<file path="config.mk">
export PLATFORM = sky130hd
export DESIGN_NAME = updown_counter_n_flat
export DESIGN_NICKNAME = d
export VERILOG_FILES = /design/src/rtl/updown_counter_n_if.sv /design/src/rtl/updown_counter_n.sv /design/src/flat_wrapper.sv
export SDC_FILE = /design/constraint.sdc
export NUM_CORES = 1
export LEC_CHECK = 0
export ABC_CLOCK_PERIOD_IN_PS = 4740
export CORE_MARGIN = 1.5
export CORE_UTILIZATION = 67
export DETAILED_ROUTE_END_ITERATION = 12
export DONT_BUFFER_PORTS = 1
export GPL_TIMING_DRIVEN = 0
export HOLD_SLACK_MARGIN = 0.06
export PLACE_DENSITY_LB_ADDON = 0.1
export SLEW_MARGIN = 25
export SYNTH_ARGS = -nofsm -noshare
export SYNTH_HDL_FRONTEND = slang
export SYNTH_SLANG_ARGS = --single-unit
</file>
<file path="constraint.sdc">
create_clock -name clk_i -period 4.74 [get_ports clk_i]
set_input_delay 1.422 -clock clk_i [delete_from_list [all_inputs] [get_ports clk_i]]
set_output_delay 1.422 -clock clk_i [all_outputs]
set_load 0.05 [all_outputs]
</file>
<file path="src/rtl/updown_counter_n_if.sv">
// Control/status bundle for updown_counter_n: the master drives the count
// controls, the slave (the counter) returns count, terminal-count and overflow.
interface updown_counter_n_if #(
  parameter int WIDTH = 8
);
  logic             en_i;
  logic             load_i;
  logic [WIDTH-1:0] data_i;
  logic             dir_i;
  logic             sat_i;
  logic             clr_ovf_i;
  logic [WIDTH-1:0] cnt_o;
  logic             tc_o;
  logic             ovf_o;

  modport master (
    output en_i, load_i, data_i, dir_i, sat_i, clr_ovf_i,
    input  cnt_o, tc_o, ovf_o
  );

  modport slave (
    input  en_i, load_i, data_i, dir_i, sat_i, clr_ovf_i,
    output cnt_o, tc_o, ovf_o
  );
endinterface

</file>
<file path="src/rtl/updown_counter_n.sv">
// N-bit up/down modulo counter with enable prescaler, wrap/saturate bounds,
// one-cycle terminal-count pulse and sticky overflow flag.
module updown_counter_n #(
  parameter int               WIDTH     = 8,
  parameter logic [WIDTH-1:0] MAX_VAL   = '1,
  parameter int unsigned      PRESCALE  = 1,
  parameter logic [WIDTH-1:0] RESET_VAL = '0
) (
  input  logic                     clk_i,
  input  logic                     rst_i,
  updown_counter_n_if.slave        bus
);

  localparam int PW = (PRESCALE > 1) ? $clog2(PRESCALE) : 1;
  localparam logic [PW-1:0] P_LAST = PW'(PRESCALE - 1);

  logic [WIDTH-1:0] cnt_q, cnt_d;
  logic [PW-1:0]    p_q, p_d;
  logic             tc_q, tc_d;
  logic             ovf_q, ovf_d;
  logic             tick;
  logic             boundary;

  assign tick = bus.en_i && (p_q == P_LAST);

  always_comb begin
    cnt_d    = cnt_q;
    p_d      = p_q;
    tc_d     = 1'b0;
    ovf_d    = ovf_q;
    boundary = 1'b0;

    if (bus.clr_ovf_i) begin
      ovf_d = 1'b0;
    end

    if (bus.load_i) begin
      // Out-of-range loads clamp so the count never leaves 0..MAX_VAL.
      cnt_d = (bus.data_i > MAX_VAL) ? MAX_VAL : bus.data_i;
      p_d   = '0;
    end else begin
      if (bus.en_i) begin
        p_d = (p_q == P_LAST) ? '0 : p_q + PW'(1);
      end
      if (tick) begin
        if (bus.dir_i) begin
          if (cnt_q >= MAX_VAL) begin
            boundary = 1'b1;
            cnt_d    = bus.sat_i ? MAX_VAL : '0;
          end else begin
            cnt_d = cnt_q + WIDTH'(1);
          end
        end else begin
          if (cnt_q == '0) begin
            boundary = 1'b1;
            cnt_d    = bus.sat_i ? '0 : MAX_VAL;
          end else begin
            cnt_d = cnt_q - WIDTH'(1);
          end
        end
      end
    end

    // A boundary event outranks a simultaneous overflow clear.
    if (boundary) begin
      tc_d  = 1'b1;
      ovf_d = 1'b1;
    end
  end

  always_ff @(posedge clk_i or posedge rst_i) begin
    if (rst_i) begin
      cnt_q <= RESET_VAL;
      p_q   <= '0;
      tc_q  <= 1'b0;
      ovf_q <= 1'b0;
    end else begin
      cnt_q <= cnt_d;
      p_q   <= p_d;
      tc_q  <= tc_d;
      ovf_q <= ovf_d;
    end
  end

  assign bus.cnt_o = cnt_q;
  assign bus.tc_o  = tc_q;
  assign bus.ovf_o = ovf_q;

endmodule

</file>
<file path="src/flat_wrapper.sv">
// flat-port wrapper written by rule: the top's interface ports become plain ports
module updown_counter_n_flat 
#(
  parameter int               WIDTH     = 8,
  parameter logic [WIDTH-1:0] MAX_VAL   = '1,
  parameter int unsigned      PRESCALE  = 1,
  parameter logic [WIDTH-1:0] RESET_VAL = '0
)
  (clk_i, rst_i, bus_en_i, bus_load_i, bus_data_i, bus_dir_i, bus_sat_i, bus_clr_ovf_i, bus_cnt_o, bus_tc_o, bus_ovf_o);
  updown_counter_n_if #(.WIDTH(WIDTH)) bus_i ();
  input  logic clk_i;
  input  logic rst_i;
  input wire logic [$bits(bus_i.en_i)-1:0] bus_en_i;
  input wire logic [$bits(bus_i.load_i)-1:0] bus_load_i;
  input wire logic [$bits(bus_i.data_i)-1:0] bus_data_i;
  input wire logic [$bits(bus_i.dir_i)-1:0] bus_dir_i;
  input wire logic [$bits(bus_i.sat_i)-1:0] bus_sat_i;
  input wire logic [$bits(bus_i.clr_ovf_i)-1:0] bus_clr_ovf_i;
  output wire logic [$bits(bus_i.cnt_o)-1:0] bus_cnt_o;
  output wire logic [$bits(bus_i.tc_o)-1:0] bus_tc_o;
  output wire logic [$bits(bus_i.ovf_o)-1:0] bus_ovf_o;
  assign bus_i.en_i = bus_en_i;
  assign bus_i.load_i = bus_load_i;
  assign bus_i.data_i = bus_data_i;
  assign bus_i.dir_i = bus_dir_i;
  assign bus_i.sat_i = bus_sat_i;
  assign bus_i.clr_ovf_i = bus_clr_ovf_i;
  assign bus_cnt_o = bus_i.cnt_o;
  assign bus_tc_o = bus_i.tc_o;
  assign bus_ovf_o = bus_i.ovf_o;
  updown_counter_n #(.WIDTH(WIDTH), .MAX_VAL(MAX_VAL), .PRESCALE(PRESCALE), .RESET_VAL(RESET_VAL)) u_core (.clk_i(clk_i), .rst_i(rst_i), .bus(bus_i));
endmodule
</file>
# Word level (Yosys, flattened, before mapping)
# Index checks and enable logic that the tools add are counted.
# totals
word_cells	34
mem_bits_ro	0
register_bits	11
memories	0
mem_bits_rw	0
latchBits	0
# classes
n_reduce_logical	5
magnitude_cmp	2
addsub	3
bitwise	1
mul	0
n_eq_ne	0
muxes	19
shifts	0
div	0
# op_table
cell	count
$mux 8	8
$mux 1	11
$add 8x1->8 const B	1
$ge 8x8->1 const B	1
$gt 8x8->1 const B	1
$logic_not 8->1	1
$sub 8x1->8 const B	1
$reduce_bool 2->1	3
$add 1x1->1 const B	1
$logic_and 1x1->1	1
$not 1->1	1

# Longest topological paths before layout
# Gate-level depths: netlist (run 1).
# logic_depth
depth_word	6
mapped_depth	7
ltp_nobuf	6

# Worst setup path before layout (run 1)
# Ideal clock, no wire load.
# synth_timing
path_kind	in2reg
startpoint	input port bus_dir_i
endpoint	register u_core.cnt_q[1] (netlist: u_core.bus.cnt_o[1])
path_stages	4
path_slack_ps	2067
path_buffers	0
required_time_ps	4614
t_arrival_ps	2547
cell_sequence	or4b_2 > or3_1 > o211ai_2 > o31ai_1
# synth_between
elab_chain_len	3
# synth_lines
element	line_no	rtl
start, declared	flat_wrapper.sv:16	input wire logic [$bits(bus_i.dir_i)-1:0] bus_dir_i;
$mux 8	updown_counter_n.sv:46	if (bus.dir_i) begin
$mux 8	updown_counter_n.sv:45	if (tick) begin
$mux 8	updown_counter_n.sv:37	if (bus.load_i) begin
end signal, assigned	updown_counter_n.sv:78	cnt_q <= cnt_d;
end, declared	updown_counter_n.sv:17	logic [WIDTH-1:0] cnt_q, cnt_d;
# No other way between the ends. The select of a mux whose other input is x is not followed.
# A chain may end at the register's enable or synchronous reset.

# Worst setup path in the final report (run 1)
# layout_timing
startpoint	register u_core.cnt_q[0] (netlist: u_core.bus.cnt_o[0])
endpoint	register u_core.cnt_q[1] (netlist: u_core.bus.cnt_o[1])
# layout_between
elab_chain_len	5
# layout_lines
element	line_no	rtl
$sub 8x1->8 (tied with other cells)	updown_counter_n.sv:58	cnt_d = cnt_q - WIDTH'(1);
$mux 8, on equally long branches	updown_counter_n.sv:54, updown_counter_n.sv:47	
$mux 8 (*)	updown_counter_n.sv:46	
$mux 8 (*)	updown_counter_n.sv:45	
$mux 8 (*)	updown_counter_n.sv:37	
# Mark *: on every way between the ends. The rest lies on a longest branch, timed or not. The select of a mux whose other input is x is not followed.

==> qor.yml, run 1 <==
status:
  status: "finished, final reports clean"
synthesis:
  syn_area_um2: 1060
  synth_edf_count: 0
  syn_nets: 156
  synth_cells: 138
  yosysUniqueCellTypes: 50
  yosysTopAreaCellShare: 0.235
  yosys.area.top_type: "dfrtp_1"
  ys_warn_count: 0
  ys.flop_type: "dfrtp_1"
  synthTopCellsByArea: "dfrtp_1, or3_1, nor3_1, a31oi_1, ha_1"
  async_reset_ff_frac: 1.00
  ys_seq_area_frac: 0.235
  syn_avg_cell_area_um2: 7.71
  ys_ff_latch: 10
clock_tree:
  hold_buffers: 0
  cts_setup_buffers: 0
  cts_max_level: 1
  cts.sinks: 10
  cts-root-buf: "clkbuf_4"
  cts_tree: "built"
  clk_path_buf_depth: 2
  numCtsBuffers: 3
  cts.clk_slew.worst_paths_ns: 0.06
  cts_resized: 0
  clk_latency_ns: 0.26
hold_path:
  min_to: "u_core.bus.ovf_o$_DFFE_PP0P_"
  holdPathStages: 1
  min_from: "u_core.bus.ovf_o$_DFFE_PP0P_"
  hp-class: "flop to flop"
critical_path:
  critPathKind: "flop to flop"
  crit_required_ns: 4.88
  start_kind: "flop"
  worstPathMaxFanout: 9
  r2r_cells: 7
  crit_arrival_ns: 2.84
  timing.rr.start: "u_core.bus.cnt_o[0]$_DFFE_PP0P_"
  regToRegSetupSlack_ns: 2.04
  r2r_end: "u_core.bus.cnt_o[1]$_DFFE_PP0P_"
  endpoint_kind: "flop"
cells_and_area:
  final_cell_area_um2: 1110
  drive_gt1_frac: 0.135
  final_cell_mix: "nand2_1, dfrtp_1, inv_1, or3_1, nor3_1"
  area_delta_synth_final_pct: 4.00
  antennaDiodeCount: 0
  nNetsFinal: 161
  fin_util: 0.743
  layout.cells.non_filler: 157
placed_design:
  numPortBuffers: 0
  postPlaceCellArea_um2: 1080
  dp_cells: 154
  dp_hpwl_mm: 2.29
  place_congestion: 1.03
  dp_slack_ns: 1.94
sta:
  skew_ns: 0.00275
  whs_ns: 0.893
  slew_violations: 0
  fmaxAchievable_ghz: 0.371
  tns_ns: 0
  fin_crit_sh: 0.569
  final-setup-viol-count: 0
  slew_headroom: 0.464
  finalHoldViolCount: 0
  tightest_slew_ns: 0.804
  setup_ws_ns: 2.04
  layout_min_cycle_time_ns: 2.70
  grt_setup_unrepaired: "false"
global_routing:
  grt_max_degree: 11
  grt_pass1_wl_mm: 5.31
  grt_use_met1: 0.505
  grt-ovfl-total: 0
  busiest_layer: "met2"
  met2_usage: 0.582
  grtUsageTotal: 0.382
  grt_util_met3: 0.0979
  antenna_found_initial: 0
  grt_pass1_vias: 1174
die:
  ios: 25
  fp.dieH_um: 42.8
  start_util: 0.714
  core.rowCount: 14
  die-width_um: 42.8
  dieArea_um2: 1840
  coreArea_um2: 1490
routing:
  route.detailed.drc: 0
  routed_wl_mm: 3.09
  wl_per_cell_um: 19.7
  ant_nets: 0
  routed_via_density: 7.58
  drt-initial-drc-count: 67
  vias: 1190
  firstDrtPassIters: 4
power_and_ir_drop:
  powerDensity_nw_per_um2: 282
  vdd_drop_max_mv: 0.296
  p_total_mw: 0.312
  p_leak_nw: 0.427
run:
  cap_viol_max_count: 0
==> state kept, by name (all words and copies together), names as in the netlist <==
name	cells
u_core.bus.cnt_o	8
u_core.bus.ovf_o	1
u_core.bus.tc_o	1
==> where the power goes <==
group,total (mW),leakage (nW),switching [mW],internal (mW)
Combinational,0.117,0.295,0.0723,0.0450
Clock,0.0563,0.0138,0.0271,0.0292
Sequential,0.139,0.119,0.0455,0.0934
Total,0.312,0.427,0.145,0.168
==> logic make-up after synthesis <==
logic type               Yosys count  share of synthesized area
AO/OA/AOI/OAI                     40                      0.276
XOR/XNOR                           2                     0.0165
multiplexers                       1                    0.00941
AND/OR/NAND/NOR                   62                      0.344
flip-flops                        10                      0.235
adder cells (fa/ha/maj)            3                     0.0353
buffers and inverters             20                     0.0835
==> worst max-delay path, stage by stage (launching register included) <==
cell	delay, ns
dfrtp_1	0.58
clkbuf_1	0.32
inv_1	0.16
ha_1	0.26
or4b_2	0.64
or3_1	0.36
o211ai_2	0.12
o31ai_1	0.13
==> synth_stat cells, types with 4 or more instances <==
master	count
a31oi_1	6
buf_2	5
clkbuf_1	5
dfrtp_1	10
inv_1	9
nand2_1	10
nand3_1	5
nor2b_1	4
nor3_1	8
nor4_1	5
o21ai_0	7
o31ai_1	4
or3_1	9
==> metal layers <==
layer  wire length, um  vias up
li1                  -      534
met1              1160      556
met2              1400       88
met3               410       12
met4               122        0
met5                 0        -
==> cell type report <==
| class | instances | area [um2] |
|---|---|---|
| multi-input combinational | 108 | 724 |
| fill | 127 | 383 |
| sequential | 10 | 250 |
| buffer | 11 | 55.1 |
| inverter | 9 | 33.8 |
| clock buffer | 3 | 22.5 |
| tap | 16 | 20.0 |
==> how the worst max path moves through the flow <==
stage,startpoint,end,slack [ns],depth (start not counted)
final,u_core.bus.cnt_o[0]$_DFFE_PP0P_,u_core.bus.cnt_o[1]$_DFFE_PP0P_,2.04,7
after global routing,u_core.bus.cnt_o[0]$_DFFE_PP0P_,u_core.bus.cnt_o[3]$_DFFE_PP0P_,1.88,7
after CTS,u_core.bus.cnt_o[0]$_DFFE_PP0P_,u_core.bus.cnt_o[3]$_DFFE_PP0P_,2.10,7
after detailed placement,bus_dir_i,u_core.bus.cnt_o[5]$_DFFE_PP0P_,1.94,6
after global placement,bus_dir_i,u_core.bus.cnt_o[5]$_DFFE_PP0P_,1.95,6
after floorplan,bus_dir_i,u_core.bus.cnt_o[1]$_DFFE_PP0P_,2.07,4
Note: power is estimated with default switching activity, not from simulation.
==> run 2, diff against run 1 <==
--- a/config.mk
+++ b/config.mk
@@ -5,9 +5,10 @@
 export SDC_FILE = /design/constraint.sdc
 export NUM_CORES = 1
 export LEC_CHECK = 0
-export ABC_CLOCK_PERIOD_IN_PS = 4740
+export ABC_AREA = 1
+export ABC_CLOCK_PERIOD_IN_PS = 2300
 export CORE_MARGIN = 1.5
-export CORE_UTILIZATION = 67
+export CORE_UTILIZATION = 56
 export DETAILED_ROUTE_END_ITERATION = 12
 export DONT_BUFFER_PORTS = 1
 export GPL_TIMING_DRIVEN = 0
==> constraint.sdc (replaced) <==
create_clock -name clk_i -period 2.3 [get_ports clk_i]
set_input_delay 0.69 -clock clk_i [delete_from_list [all_inputs] [get_ports clk_i]]
set_output_delay 0.69 -clock clk_i [all_outputs]
set_load 0.05 [all_outputs]
==> run 2 against run 1 <==
Global-route usage down 14 points; core utilization fell by 10 points; first-iteration DRC count shrank 46%; largest power group unchanged; sequential share of layout area fell by 0.55 points; synthesized cell count rose by 23%; cell count is 27% higher; maximum frequency increased by 29%; die area grew 18%; power up 130%; combinational power increased by 120%; largest cell class unchanged; non-clock buffer count shrank 4.
==> qor.yml, run 2 <==
routing:
  route.detailed.drc: 0
  ant_nets: 0
  routed_wl_mm: 2.45
  firstDrtPassIters: 4
  drt-initial-drc-count: 36
  vias: 1071
  routed_via_density: 5.38
  wl_per_cell_um: 12.3
synthesis:
  syn_nets: 188
  synth.most_common_cell: "nand2_1"
  ys_seq_area_frac: 0.235
  synth_common_cells: "nand2_1, nand3_1, inv_1"
  synth_cells: 170
  yosysTopAreaCellShare: 0.235
  yosys.area.top_type: "dfrtp_1"
  syn_avg_cell_area_um2: 6.27
  async_reset_ff_frac: 1.00
  synth_edf_count: 0
  ys_warn_count: 0
  syn_area_um2: 1070
  synthTopCellsByArea: "dfrtp_1, nand2_1, nand3_1, inv_1, nor2_1"
  ys_ff_latch: 10
  ys.flop_type: "dfrtp_1"
  yosysUniqueCellTypes: 21
cells_and_area:
  largest_reg_flops: 8
  area_delta_synth_final_pct: 6.34
  fin_util: 0.643
  fillers: 186
  seq_area_um2: 250
  final_common_cell: "nand2_1"
  multi_input_area_um2: 676
  final_cell_mix: "nand2_1, nand3_1, inv_1"
  drive_gt1_frac: 0.167
  antennaDiodeCount: 0
  nNetsFinal: 193
critical_path:
  slowest_stage: "dfrtp_1"
  critPathKind: "flop to flop"
  worstPathMaxFanout: 8
  endpoint_kind: "flop"
  crit_required_ns: 2.46
  crit_arrival_ns: 2.24
  start_kind: "flop"
  max_stage_delay_ns: 0.73
  crit_chain: "inv_1 > ha_1 > nand2_2 > nor2_4 > a21oi_2 > o21ai_0 > nand3_1 > nand2_1"
die:
  core.rowCount: 15
  die-width_um: 46.6
  start_util: 0.604
  ios: 25
  dieArea_um2: 2170
  fp.dieH_um: 46.6
  coreArea_um2: 1760
global_routing:
  grt_max_degree: 11
  grt_pass1_wl_mm: 3.77
  grt-ovfl-total: 0
  grt_pass1_vias: 894
  grtUsageTotal: 0.246
  antenna_found_initial: 0
hold_path:
  hp-class: "input pin to asynchronous set/reset pin"
clock_tree:
  cts_setup_buffers: 0
  cts_max_level: 1
  cts-root-buf: "clkbuf_4"
  cts_tree: "built"
  cts.clk_slew.worst_paths_ns: 0.07
  cts.sinks: 10
  cts_resized: 0
  clk_path_buf_depth: 2
  numCtsBuffers: 3
  hold_buffers: 0
  clk_latency_ns: 0.27
placed_design:
  numPortBuffers: 0
  place_congestion: 0.835
  dp_slack_ns: 0.263
  dp_hpwl_mm: 1.93
sta:
  skew_ns: 0.00690
  fmaxAchievable_ghz: 0.479
  fin_crit_sh: 0.908
  finalHoldViolCount: 0
  layout_min_cycle_time_ns: 2.09
  slew_headroom: 0.539
  final-setup-viol-count: 0
  tightest_slew_ns: 0.691
  setup_ws_ns: 0.212
  grt_setup_unrepaired: "false"
  slew_violations: 0
  tns_ns: 0
run:
  cap_viol_max_count: 0
power_and_ir_drop:
  p_leak_nw: 0.614
  vdd_drop_max_mv: 0.439
  p_total_mw: 0.717
  powerDensity_nw_per_um2: 632
status:
  status: "finished, final reports clean"
[run 2: changes by cell type after synthesis, sizes merged, moves of 5 or more]
cell	change
nand2	+54
nand3	+16
or3	-9
inv	+11
a31oi	-6
nor2	+20
nor4	-5
nor3	-8
[run 2: stage by stage]
stage	instance area [um2]	hold WS, ns	std cells
5_1_grt	1130	0.291	199
2_1_floorplan	1070	0.530	170
3_5_place_dp	1100	0.573	195
4_1_cts	1130	0.285	199
6_report	1130	0.272	199
3_3_place_gp	1100	0.570	195
[run 2: worst paths after layout]
| path | to | cells after the start | slack, ns | startpoint |
|---|---|---|---|---|
| worst min-delay path | u_core.bus.cnt_o[7]$_DFFE_PP0P_ | 1 | 0.27 | rst_i |
| min in group clk_i | u_core.bus.ovf_o$_DFFE_PP0P_ | 1 | 0.50 | bus_clr_ovf_i |
| worst max register to register | u_core.bus.cnt_o[0]$_DFFE_PP0P_ | 8 | 0.21 | u_core.bus.cnt_o[0]$_DFFE_PP0P_ |
| worst max-delay path | u_core.bus.cnt_o[0]$_DFFE_PP0P_ | 8 | 0.21 | u_core.bus.cnt_o[0]$_DFFE_PP0P_ |
| worst min register to register | u_core.bus.ovf_o$_DFFE_PP0P_ | 2 | 0.79 | u_core.bus.ovf_o$_DFFE_PP0P_ |
| max in group asynchronous | u_core.bus.cnt_o[0]$_DFFE_PP0P_ | 1 | 1.75 | rst_i |
[run 2: metal layers]
| layer | wire (um) | track usage |
|---|---|---|
| met5 | 0 | 0 |
| met1 | 1080 | 0.320 |
| met4 | 11 | 0.0500 |
| met3 | 128 | 0.0745 |
| met2 | 1220 | 0.400 |
[run 2: final cells by class]
cell class | count | share of cell area
Clock buffer | 4 | 0.0320
Inverter | 20 | 0.0662
Buffer | 7 | 0.0574
Tap cell | 25 | 0.0276
Sequential cell | 10 | 0.221
Multi-Input combinational cell | 133 | 0.596
[run 2: kinds of logic after synthesis]
family	count (synthesis)	synth area share
XOR/XNOR	4	0.0329
adder cells (fa/ha/maj)	3	0.0352
flip-flops	10	0.235
buffers and inverters	27	0.131
AO/OA/AOI/OAI	13	0.0775
AND/OR/NAND/NOR	113	0.488
[run 2: where the power goes]
part	switching (mW)	leakage, nW	internal (mW)	total [mW]
clock network	0.0661	0.0210	0.0963	0.162
logic	0.163	0.471	0.0969	0.260
registers	0.100	0.123	0.194	0.295
total	0.329	0.614	0.388	0.717
[run 2: critical path: cells and delay by family (launching register included)]
family	cells	cell delay, ns
compound gates	2	0.31
flops	1	0.73
fa+ha+maj	1	0.29
buf+inv	1	0.30
simple gates	4	0.33
